===== src/rtl/activation_unit.sv =====
// Two-stage pipelined fixed-point activation unit.
// Stage 1 captures the operand, its mode and the clamp comparisons; stage 2
// holds the selected result and a flag telling whether the result differs
// from the operand. Standard valid/ready handshake on both sides.
module activation_unit #(
   parameter int WIDTH      = 32,
   parameter int FRAC       = 15,
   parameter int LEAK_SHIFT = 3
) (
   input  logic             clk,
   input  logic             rst_n,
   input  logic             in_valid,
   output logic             in_ready,
   input  logic [WIDTH-1:0] in_data,
   input  logic [1:0]       in_mode,
   output logic             out_valid,
   input  logic             out_ready,
   output logic [WIDTH-1:0] out_data,
   output logic             out_sat,
   input  logic             clr_count,
   output logic [15:0]      sat_count
);

   localparam logic signed [WIDTH-1:0] ONE  = WIDTH'(1) << FRAC;
   localparam logic signed [WIDTH-1:0] MONE = -ONE;

   // stage 1 state
   logic                    s1_valid_reg;
   logic signed [WIDTH-1:0] s1_x_reg;
   logic [1:0]              s1_mode_reg;
   logic                    s1_neg_reg;
   logic                    s1_gt_one_reg;
   logic                    s1_lt_mone_reg;

   // stage 2 state
   logic                    s2_valid_reg;
   logic [WIDTH-1:0]        out_data_reg;
   logic                    out_sat_reg;
   logic [15:0]             sat_count_reg;

   // handshake
   logic                    in_fire;
   logic                    out_fire;
   logic                    s2_load;

   // comparisons and result selection
   logic signed [WIDTH-1:0] x_in;
   logic signed [WIDTH-1:0] y_next;
   logic                    sat_next;

   assign x_in      = $signed(in_data);
   assign in_ready  = !s1_valid_reg || !s2_valid_reg || out_ready;
   assign in_fire   = in_valid && in_ready;
   assign out_fire  = s2_valid_reg && out_ready;
   // stage 2 accepts stage 1 contents when it is empty or draining this edge
   assign s2_load   = s1_valid_reg && (!s2_valid_reg || out_ready);

   assign out_valid = s2_valid_reg;
   assign out_data  = out_data_reg;
   assign out_sat   = out_sat_reg;
   assign sat_count = sat_count_reg;

   // Stage 1: capture operand, mode and comparison flags on input transfer
   always_ff @(posedge clk or negedge rst_n) begin
      if (!rst_n) begin
         s1_valid_reg   <= 1'b0;
         s1_x_reg       <= '0;
         s1_mode_reg    <= 2'd0;
         s1_neg_reg     <= 1'b0;
         s1_gt_one_reg  <= 1'b0;
         s1_lt_mone_reg <= 1'b0;
      end else begin
         s1_valid_reg <= in_fire || (s1_valid_reg && !s2_load);
         if (in_fire) begin
            s1_x_reg       <= x_in;
            s1_mode_reg    <= in_mode;
            s1_neg_reg     <= x_in[WIDTH-1];
            s1_gt_one_reg  <= (x_in > ONE);
            s1_lt_mone_reg <= (x_in < MONE);
         end
      end
   end

   // Result selection from the stage 1 flags; leaky shift cannot overflow
   always_comb begin
      y_next = s1_x_reg;
      case (s1_mode_reg)
         2'd0: begin
            if (s1_neg_reg)         y_next = '0;
            else if (s1_gt_one_reg) y_next = ONE;
         end
         2'd1: begin
            if (s1_neg_reg)         y_next = '0;
         end
         2'd2: begin
            if (s1_neg_reg)         y_next = s1_x_reg >>> LEAK_SHIFT;
         end
         default: begin
            if (s1_lt_mone_reg)     y_next = MONE;
            else if (s1_gt_one_reg) y_next = ONE;
         end
      endcase
      sat_next = (y_next != s1_x_reg);
   end

   // Stage 2: result register, held while downstream stalls
   always_ff @(posedge clk or negedge rst_n) begin
      if (!rst_n) begin
         s2_valid_reg <= 1'b0;
         out_data_reg <= '0;
         out_sat_reg  <= 1'b0;
      end else begin
         s2_valid_reg <= s2_load || (s2_valid_reg && !out_ready);
         if (s2_load) begin
            out_data_reg <= y_next;
            out_sat_reg  <= sat_next;
         end
      end
   end

   // Saturating count of delivered modified results; clear has priority
   always_ff @(posedge clk or negedge rst_n) begin
      if (!rst_n) begin
         sat_count_reg <= 16'd0;
      end else if (clr_count) begin
         sat_count_reg <= 16'd0;
      end else if (out_fire && out_sat_reg && (sat_count_reg != 16'hFFFF)) begin
         sat_count_reg <= sat_count_reg + 16'd1;
      end
   end

endmodule


===== config.mk =====
export PLATFORM = sky130hd
export DESIGN_NAME = activation_unit
export DESIGN_NICKNAME = d
export VERILOG_FILES = /design/src/rtl/activation_unit.sv
export SDC_FILE = /design/constraint.sdc
export NUM_CORES = 1
export LEC_CHECK = 0
export BUFFER_PORTS_ARGS = -buffer_cell sky130_fd_sc_hd__buf_2
export CORE_ASPECT_RATIO = 1.1
export CORE_UTILIZATION = 45
export DETAILED_ROUTE_END_ITERATION = 10
export PLACE_DENSITY = 0.78
export RECOVER_POWER = 25
export SLEW_MARGIN = 20
export SYNTH_ARGS = -nofsm -noshare
export SYNTH_HDL_FRONTEND = slang
export SYNTH_SLANG_ARGS = --single-unit

===== constraint.sdc =====
create_clock -name clk -period 1.75 [get_ports clk]
set_input_delay 0.2625 -clock clk [delete_from_list [all_inputs] [get_ports clk]]
set_output_delay 0.2625 -clock clk [all_outputs]
set_load 0.02 [all_outputs]

==> impl_results.md <==
- Hold crit path type: in -> reg
- Final setup viols: 2
- Die height: 115 µm
- Detailed Routing Iterations Pass 1: 6
- DP Wirelength: 13600 µm
- R2r startpoint: s1_gt_one_reg
- Global route hottest layer: met2
- Port bufs: 89
- Seq/Total Area, Yosys: 41.3%
- Max IR drop VDD: 0.518 mV
- DR iter-0 viols: 580
- Achievable Freq: 513 MHz
- Avg WL per Cell: 20.3 µm
- Initial Util: 46.0%
- Synth unique cells: 61
- Core area: 11400 µm²
- Pins Over Slew Limit: 0
- Max capacitance violation total: 0
- Clock tree sinks: 87
- Reg-to-Reg End: out_sat
- WP data arrival: 2.16 ns
- Crit. End Element: register
- Leak: 3.33 nW
- Most frequent cells in the layout: 110 x buf_4, 89 x buf_2, 84 x dfrtp_1
- # IOs: 90
- Post-Syn Area: 5270 µm²
- Origin of the worst setup path: s1_gt_one_reg
- Commonest non-fill, non-tap cell in the layout: buf_4
- Global-route wire length before repair: 29000 µm
- Skew-Pair Late Insertion Delay: 0.35 ns
- Antenna violations before repair: 0
- Fraction of layout cells with a size suffix above 1: 40.8%
- Worst-path fanout max: 7
- Final core utilization: 62.7%
- Crit start category: register
- ANT nets after route: 0
- Pwr/cell area: 1090 nW/µm²
- Relative slew slack: 50.2%
- Worst R2R Setup Slack: -0.20 ns
- Final Cycle Share: 111%
- Post-synth EDFFs: 0
- GP Congestion: 0.974
- Critical Path, Cell by Cell: nand2b_4 > buf_4 > buf_4 > a21oi_1 > o21ai_0 > nand2_1 > nor4_1 > a31oi_1
- CTS clock-pin slew for the worst setup and hold paths: 0.07 ns
- Clock Skew: 0.00720 ns
- Final hold vios: 0
- Grt ovf: 0
- Routed WL: 18700 µm
- Layout net count: 804
- Fin Hold WS: 0.141 ns
- Met2 global-route usage: 51.5%
- Type of the worst setup path: reg -> reg
- Synthesis Warnings: 0
- RSZ-0062 raised after global routing: true
- Critical Path Sink: out_sat
- Mapped Nets: 629
- Syn Inst Count: 589
- CTS H-tree lvls: 3
- Outcome: complete, but fails checks
- Overall power after layout: 7.78 mW
- Residual DRC: 0
- Async set or reset register ratio after synthesis: 100%
- All-Layer GR Usage: 31.2%
- CP peak stage delay: 0.48 ns
- Synth Register Bits: 87
- Avg Cell Area, Syn: 8.94 µm²
- Die X: 105 µm
- Cell count of the worst reg-to-reg path: 8
- Slowest-stage cell, CP: dfrtp_2
- ANT cells: 0
- Clk root buf: clkbuf_16
- Post-DP Area: 6570 µm²
- Row count: 41
- Die footprint: 12100 µm²
- Critical path required time: 1.97 ns
- Largest net degree at the start of global routing: 49
- Design area: 7170 µm²
- Vias in the first global route: 5478
- Most numerous cell on the critical path: buf_4
- Cts bufs inserted: 9
- Grt met1 use: 40.1%
- Least-Margin Pin Slew: 0.747 ns
- Post-DR vias/cell: 6.08
- Failing checks: setup timing
- Area grow syn2layout: 36.2%
- Min Tclk post-route: 1.95 ns
- Clock Path Buffers: 2
- CTS tree: built
- Met3 Use GR: 4.72%
- Sum Neg Setup Slack: -0.245 ns
- Via count: 5584
- Top FF cell, synth: dfrtp_1
- Setup WS post-layout: -0.198 ns
[critical path, delay by kind of cell, from the launching register on]
family / cells / cell delay [ns]
and+or+nand+nor: 3 / 0.58
AOI/OAI and AO/OA: 3 / 0.46
buffers and inverters: 2 / 0.28
DFF: 1 / 0.48
[repair_timing]
item | 4_1_cts | 5_1_grt
endpoints found under the setup margin | 2 | 28
buffers inserted | 2 | 9
endpoints found under the hold margin | 23 | 0
pin swaps | 8 | 3
gates resized for setup | 28 | 17
hold buffers | 1 | 0
gates cloned | 1 | 1
[per-stage QoR]
stage          worst slack (ns)  instances
3_3_place_gp             -0.332        889
2_1_floorplan           0.00550        589
4_1_cts                  -0.114        909
5_1_grt                  -0.315        919
3_5_place_dp             -0.348        889
6_report                 -0.198        919
[kinds of logic (layout without fill, tap and decap cells)]
group	after synthesis	after routing	synth area share, %
compound gates	188	188	23.8
xor+xnor	15	15	2.49
fa+ha+maj	1	1	0.238
buf+inv	64	244	5.49
flops	87	87	41.3
mux	35	35	7.46
simple gates	199	199	19.1
[per-layer routing]
| metal | vias to the layer above | share of wire [%] |
|---|---|---|
| li1 | 2526 | - |
| met1 | 2672 | 41 |
| met2 | 314 | 48 |
| met3 | 72 | 7.7 |
| met4 | 0 | 4.0 |
| met5 | - | 0 |
[how the worst min path moves through the flow]
| stage | slack [ns] | cells past startpoint | to | start |
|---|---|---|---|---|
| after CTS | 0.14 | 2 | s1_valid_reg | in_valid |
| final | 0.14 | 2 | s1_valid_reg | in_valid |
| after detailed placement | 0.21 | 1 | out_data[11] | rst_n |
| after global placement | 0.21 | 1 | out_data[4] | rst_n |
| after global routing | 0.15 | 2 | s1_valid_reg | in_valid |
| after floorplan | -0.03 | 0 | out_data[0] | rst_n |
[cells in the mapped netlist (3+ instances only)]
master | instances | area (µm²)
a21boi_0 | 5 | 37.5
nor2b_1 | 7 | 43.8
inv_1 | 9 | 33.8
buf_2 | 18 | 90.1
a211oi_1 | 10 | 75.1
nand2b_1 | 17 | 106
nor2_1 | 32 | 120
buf_4 | 5 | 37.5
a22oi_1 | 3 | 22.5
o21ai_0 | 25 | 125
a21oi_1 | 67 | 335
nor4_1 | 14 | 87.6
clkbuf_1 | 25 | 93.8
and3_1 | 6 | 37.5
o211a_1 | 5 | 50.1
or2_2 | 8 | 50.1
nand2_1 | 62 | 233
o2111ai_1 | 6 | 52.6
mux2_2 | 34 | 383
dfrtp_1 | 87 | 2180
nand4_1 | 13 | 81.3
a31oi_1 | 3 | 18.8
nor3_1 | 12 | 60.1
o31ai_1 | 18 | 135
o41ai_1 | 25 | 219
xor2_1 | 14 | 123
and2_1 | 7 | 43.8
nand3_1 | 9 | 45.0
inv_2 | 3 | 11.3
[report_power, final]
group          leakage [nW]  total (mW)  internal [mW]  switching, mW
Clock                 0.150        1.97           1.11          0.864
Sequential             1.08        2.72           2.35          0.363
Combinational          2.10        3.09           1.37           1.72
Total                  3.33        7.78           4.84           2.95
[area by class of cell]
type | instances | area (µm²)
clock buffers | 9 | 225
well taps | 150 | 188
inverters | 13 | 50.0
repair buffers | 215 | 1490
flip-flops and latches | 87 | 2180
fillers | 975 | 4270
clock inverters | 7 | 71.3
multi-input cells | 438 | 2960
No activity file was read; power rests on OpenSTA's default activity.
